**config.mk**
```make
export PLATFORM = sky130hd
export DESIGN_NAME = imem_load_arbiter
export DESIGN_NICKNAME = d
export VERILOG_FILES = /design/src/rtl/imem_load_arbiter_pkg.sv /design/src/rtl/imem_load_timer.sv /design/src/rtl/imem_load_arbiter.sv
export SDC_FILE = /design/constraint.sdc
export NUM_CORES = 1
export LEC_CHECK = 0
export ABC_AREA = 0
export BUFFER_PORTS_ARGS = -buffer_cell sky130_fd_sc_hd__buf_2
export CORE_AREA = 2 2 77 79
export DETAILED_ROUTE_END_ITERATION = 7
export DIE_AREA = 0 0 79 81
export GPL_TIMING_DRIVEN = 0
export PLACE_DENSITY = 0.77
export RECOVER_POWER = 50
export SYNTH_ARGS = -nofsm -noshare
export SYNTH_HDL_FRONTEND = slang
export SYNTH_SLANG_ARGS = --single-unit
```
**constraint.sdc**
```tcl
create_clock -name i_clk -period 3.66 [get_ports i_clk]
set_clock_uncertainty 0.15 [all_clocks]
set_input_delay 0.732 -clock i_clk [delete_from_list [all_inputs] [get_ports i_clk]]
set_output_delay 0.732 -clock i_clk [all_outputs]
set_load 0.02 [all_outputs]
```
**src/rtl/imem_load_arbiter_pkg.sv**
```systemverilog
// Shared definitions for the instruction-memory load arbiter: the filler
// instruction and the arbiter state encoding.
package imem_load_arbiter_pkg;

    // addi x0,x0,0: delivered to decode whenever no real instruction is available
    localparam logic [31:0] NOP_INSTR = 32'h0000_0013;

    typedef enum logic [1:0] {
        ST_RUN   = 2'd0,
        ST_LOAD  = 2'd1,
        ST_FLUSH = 2'd2
    } state_t;

endpackage

```
**src/rtl/imem_load_timer.sv**
```systemverilog
// Idle-cycle watchdog for load mode. Counts consecutive cycles without a
// loader transfer and flags expiry on the TIMEOUT-th idle cycle.
// TIMEOUT = 0 removes the counter entirely and never expires.
module imem_load_timer #(
    parameter int unsigned TIMEOUT = 1024
) (
    input  logic i_clk,
    input  logic i_rst,
    input  logic i_clear,
    input  logic i_inc,
    output logic o_expire
);

    generate
        if (TIMEOUT == 0) begin : g_disabled
            logic w_unused_ok;
            assign w_unused_ok = ^{i_clk, i_rst, i_clear, i_inc};
            assign o_expire    = 1'b0;
        end else begin : g_enabled
            localparam int unsigned TW = (TIMEOUT > 1) ? $clog2(TIMEOUT) : 1;

            logic [TW-1:0] r_count;
            logic          w_expire;

            // Expiry happens on the idle cycle that would take the count to TIMEOUT
            assign w_expire = i_inc && (r_count == TW'(TIMEOUT - 1));
            assign o_expire = w_expire;

            // Idle counter: cleared by reset, by the owner, or on expiry
            always_ff @(posedge i_clk) begin
                // NOTE: sequential state uses non-blocking assignments so every
                // register samples pre-edge values regardless of block order.
                if (i_rst || i_clear || w_expire) begin
                    r_count <= '0;
                end else if (i_inc) begin
                    r_count <= r_count + 1'b1;
                end
            end
        end
    endgenerate

endmodule

```
**src/rtl/imem_load_arbiter.sv**
```systemverilog
// Instruction-memory port arbiter: the fetch path reads the memory
// combinationally in RUN; an external loader takes the port in LOAD while the
// core is stalled; FLUSH issues a single restart pulse before returning to RUN.
module imem_load_arbiter
    import imem_load_arbiter_pkg::*;
#(
    parameter int unsigned ADDR_W  = 9,
    parameter int unsigned DATA_W  = 32,
    parameter int unsigned TIMEOUT = 1024
) (
    input  logic              i_clk,
    input  logic              i_rst,
    input  logic [31:0]       i_fetch_pc,
    output logic [DATA_W-1:0] o_fetch_instr,
    output logic              o_fetch_fault,
    output logic              o_cpu_stall,
    output logic              o_cpu_restart,
    input  logic              i_ld_start,
    input  logic              i_ld_valid,
    output logic              o_ld_ready,
    input  logic [ADDR_W-1:0] i_ld_addr,
    input  logic [DATA_W-1:0] i_ld_data,
    input  logic              i_ld_last,
    output logic              o_ld_done,
    output logic              o_ld_error,
    output logic [ADDR_W:0]   o_ld_count,
    output logic [ADDR_W-1:0] o_mem_addr,
    output logic              o_mem_we,
    output logic [DATA_W-1:0] o_mem_wdata,
    input  logic [DATA_W-1:0] i_mem_rdata
);

    // Count saturates at the memory depth
    localparam logic [ADDR_W:0] COUNT_MAX = {1'b1, {ADDR_W{1'b0}}};

    state_t          r_state;
    state_t          w_next_state;
    logic            r_ld_done;
    logic            r_ld_error;
    logic [ADDR_W:0] r_ld_count;

    logic w_pc_out_of_range;
    logic w_enter_load;
    logic w_xfer;
    logic w_timer_inc;
    logic w_timer_expire;

    assign w_pc_out_of_range = |i_fetch_pc[31:ADDR_W];
    assign w_enter_load      = (r_state == ST_RUN) && i_ld_start;
    assign w_xfer            = (r_state == ST_LOAD) && i_ld_valid;
    assign w_timer_inc       = (r_state == ST_LOAD) && !i_ld_valid;

    imem_load_timer #(
        .TIMEOUT (TIMEOUT)
    ) u_timer (
        .i_clk    (i_clk),
        .i_rst    (i_rst),
        .i_clear  (w_enter_load || w_xfer),
        .i_inc    (w_timer_inc),
        .o_expire (w_timer_expire)
    );

    // State register
    always_ff @(posedge i_clk) begin
        if (i_rst) begin
            r_state <= ST_RUN;
        end else begin
            r_state <= w_next_state;
        end
    end

    // Next-state logic
    always_comb begin
        // NOTE: every combinational output gets a default first so no path
        // leaves it unassigned and infers a latch.
        w_next_state = r_state;
        case (r_state)
            ST_RUN:   if (i_ld_start) w_next_state = ST_LOAD;
            ST_LOAD:  if ((w_xfer && i_ld_last) || w_timer_expire) w_next_state = ST_FLUSH;
            ST_FLUSH: w_next_state = ST_RUN;
            default:  w_next_state = ST_RUN;
        endcase
    end

    // Port mux and core control for the current state
    always_comb begin
        o_fetch_instr = DATA_W'(NOP_INSTR);
        o_fetch_fault = 1'b0;
        o_cpu_stall   = 1'b1;
        o_cpu_restart = 1'b0;
        o_ld_ready    = 1'b0;
        o_mem_addr    = i_fetch_pc[ADDR_W-1:0];
        o_mem_we      = 1'b0;
        case (r_state)
            ST_RUN: begin
                o_cpu_stall   = 1'b0;
                o_fetch_fault = w_pc_out_of_range;
                if (!w_pc_out_of_range) o_fetch_instr = i_mem_rdata;
            end
            ST_LOAD: begin
                o_ld_ready = 1'b1;
                o_mem_we   = i_ld_valid;
                if (i_ld_valid) o_mem_addr = i_ld_addr;
            end
            ST_FLUSH: begin
                o_cpu_restart = 1'b1;
            end
            default: ;
        endcase
    end

    // Write data is always the loader word; only mem_we qualifies it
    assign o_mem_wdata = i_ld_data;

    // Load status: cleared on entry to LOAD, updated by transfers, timeout and flush
    always_ff @(posedge i_clk) begin
        if (i_rst) begin
            r_ld_done  <= 1'b0;
            r_ld_error <= 1'b0;
            r_ld_count <= '0;
        end else if (w_enter_load) begin
            r_ld_done  <= 1'b0;
            r_ld_error <= 1'b0;
            r_ld_count <= '0;
        end else begin
            if (w_xfer && (r_ld_count != COUNT_MAX)) r_ld_count <= r_ld_count + 1'b1;
            if (w_timer_expire) r_ld_error <= 1'b1;
            if ((r_state == ST_FLUSH) && !r_ld_error) r_ld_done <= 1'b1;
        end
    end

    assign o_ld_done  = r_ld_done;
    assign o_ld_error = r_ld_error;
    assign o_ld_count = r_ld_count;

endmodule

```
==> results.sh <==
export IMPL_status="finished, final reports clean"
export IMPL_fmax_ghz=0.3007
export IMPL_clock_path_buffers=2
export IMPL_postCtsSetupRepairBufs=0
export IMPL_gp_congestion=0.8481
export IMPL_path_class="input pin to output port"
export IMPL_drcViolationCount=0
export IMPL_yosys_warnings=0
export IMPL_drive_gt1_share_pct=40.63
export IMPL_synth_cell_types=38
export IMPL_port_buffers=167
export IMPL_hold_viol_final=0
export IMPL_synth_area_per_cell_um2=7.408
export IMPL_fin_tns_setup_ns=0
export IMPL_arrival_ns=2.44
export IMPL_r2r_slack_ns=1.59
export IMPL_crit_fanout=10
export IMPL_antenna_found_initial=0
export IMPL_start_kind="input pin"
export IMPL_vias=2174
export IMPL_area_growth_pct=51.30
export IMPL_final_util_pct=47.40
export IMPL_ios=200
export IMPL_cts_hold_buf=0
export IMPL_start_util_pct=31.33
export IMPL_cts_tree="done"
export IMPL_dp_slack_ns=0.3865
export IMPL_die_area_mm2=0.006399
export IMPL_wl_um=6479
export IMPL_r2r_end="u_timer.g_enabled.r_count[6]$_SDFFE_PP0P_"
export IMPL_synth_nets=353
export IMPL_h_tree_depth=1
export IMPL_final_nets=525
export IMPL_core_area_mm2=0.005675
export IMPL_ant_nets=0
export IMPL_diodes=0
export IMPL_first_global_vias=1821
export IMPL_synth_top_area_cell="dfxtp_1"
export IMPL_via_per_inst=4.473
export IMPL_fin_crit_ns=3.326
export IMPL_hpwlAfterDp_um=5440
export IMPL_end_kind="output port"
export IMPL_cap_viol_max_count=0
export IMPL_setup_violations_final=0
export IMPL_powerDensity_mw_per_mm2=240.2
export IMPL_netlist_area_mm2=0.001778
export IMPL_drt_iter0_markers=115
export IMPL_vdd_ir_drop_worst_mv=0.1969
export IMPL_cp_required_ns=2.78
export IMPL_synth_seq_cells=24
export IMPL_rsz0062_at_grt="false"
export IMPL_worst_slew_pin_slew_ns=0.5302
export IMPL_routedWlPerCell_um=13.33
export IMPL_hold_slack_ns=0.3260
export IMPL_clock_sinks=24
export IMPL_clk_latency_ns=0.27
export IMPL_cts_resized=0
export IMPL_root_buffer="clkbuf_8"
export IMPL_track_usage_pct=18.14
export IMPL_die_w_um=79
export IMPL_clk_pin_slew_ns=0.09
export IMPL_synthCells=240
export IMPL_rows=28
export IMPL_post_route_period_util_pct=90.87
export IMPL_cts_buffers_inserted=3
export IMPL_synth_edf_count=0
export IMPL_async_flop_share_pct=0
export IMPL_worst_slack_ns=0.3341
export IMPL_total_power_uw=646.0
export IMPL_reg2reg_from="r_state[0]$_SDFFE_PP0P_"
export IMPL_max_slew_margin_pct=64.33
export IMPL_hold_start="o_ld_done$_SDFFE_PP0P_"
export IMPL_leakagePower_uw=0.001312
export IMPL_grt_pass1_wl_um=8921
export IMPL_drv_slew=0
export IMPL_die_y_um=81
export IMPL_grt_max_degree=14
export IMPL_hold_path_class="flip-flop to flip-flop"
export IMPL_synth_ff_type="dfxtp_1"
export IMPL_hold_path_depth=2
export IMPL_synth_seq_area_share_pct=27.02
export IMPL_hold_path_endpoint="o_ld_done$_SDFFE_PP0P_"
export IMPL_grt_ovfl_total=0
export IMPL_rr_worst_depth=6
export IMPL_firstDrtPassIters=4
export IMPL_synth_top_cell_area_share_pct=27.02
export IMPL_yosys_top_cells_area="dfxtp_1, buf_4, and2_1"
==> sequential cells by signal (all words and copies together), names as in the netlist <==
signal	cells
o_ld_count	10
r_state	2
u_timer.g_enabled.r_count	10
o_ld_done	1
o_ld_error	1
==> layout make-up <==
type,instances,area [um^2]
repair buffers,167,779.5
plain buffers,41,289.0
fillers,598,2985
inverters,10,37.54
multi-input cells,165,954.7
clock buffers,4,55.05
flip-flops and latches,24,480.5
well taps,75,93.84
==> kinds of logic (layout without fill, tap and decap cells) <==
| logic type | after synthesis | after routing | synth area share, % |
|---|---|---|---|
| AOI/OAI and AO/OA | 16 | 16 | 6.053 |
| DFF | 24 | 24 | 27.02 |
| adders and majority gates | 3 | 3 | 2.111 |
| buffers and inverters | 51 | 222 | 18.44 |
| xor gates and xnor gates | 15 | 15 | 7.389 |
| and+or+nand+nor | 131 | 131 | 38.99 |
==> critical path: stages <==
cell and delay [ns]:
buf_2 0.10, nor4_1 0.27, nand4_1 0.17, nor3_1 0.48
clkbuf_1 0.32, and2_1 0.20, buf_2 0.17
==> power breakdown <==
part	switching, uW	leakage (uW)	internal [uW]
Clock	88.0	0.0000288	96.2
Combinational	108	0.00109	86.4
Sequential	3.81	0.000194	264
Total	200	0.00131	446
==> stage by stage <==
stage,area (um^2),cells
2_1_floorplan,1778,240
3_3_place_gp,2708,482
3_5_place_dp,2708,482
4_1_cts,2763,486
5_1_grt,2690,486
6_report,2690,486
==> how the worst max path moves through the flow <==
stage / startpoint / endpoint / cells after the start
floorplan: i_fetch_pc[25] / o_fetch_instr[10] / 5
global placement: i_fetch_pc[25] / o_fetch_instr[25] / 7
detailed placement: i_fetch_pc[25] / o_fetch_instr[26] / 7
CTS: i_fetch_pc[25] / o_fetch_instr[26] / 7
global route: i_fetch_pc[10] / o_fetch_instr[8] / 7
finish: i_fetch_pc[25] / o_fetch_instr[10] / 7
==> synthesized netlist by cell type, types with 3 or more instances <==
cell,instances
nand2_1,37
buf_4,32
and2_1,25
dfxtp_1,24
nor2_1,22
xnor2_1,13
inv_1,10
nor3_1,9
nor4_1,8
nand3_1,6
nand4_1,6
a21oi_1,5
and2_2,5
clkbuf_1,5
ha_1,3
or2b_1,3
==> layout by cell type (no fill, tap or decap), types with 2 or more instances in the layout <==
| cell | n |
|---|---|
| o21ai_0 | 2 |
| nor3_1 | 9 |
| dfxtp_1 | 24 |
| nand3_1 | 6 |
| inv_1 | 10 |
| or3_1 | 2 |
| xor2_1 | 2 |
| nand2_1 | 37 |
| a211o_1 | 2 |
| buf_2 | 122 |
| nand4_1 | 6 |
| buf_4 | 32 |
| nor2_1 | 22 |
| a21oi_1 | 5 |
| or2b_1 | 3 |
| nor4_1 | 9 |
| ha_1 | 3 |
| buf_6 | 2 |
| and2_2 | 5 |
| clkbuf_8 | 4 |
| and2_1 | 24 |
| xnor2_1 | 13 |
| clkbuf_1 | 52 |
==> per-layer routing <==
metal	GRT usage, %	wire (um)	vias up
met5	0	0	-
met4	4.138	42	0
met3	7.889	819	5
met2	27.54	2790	118
met1	23.82	2828	954
li1	-	-	1097
Power figures use the tool's default switching activity.
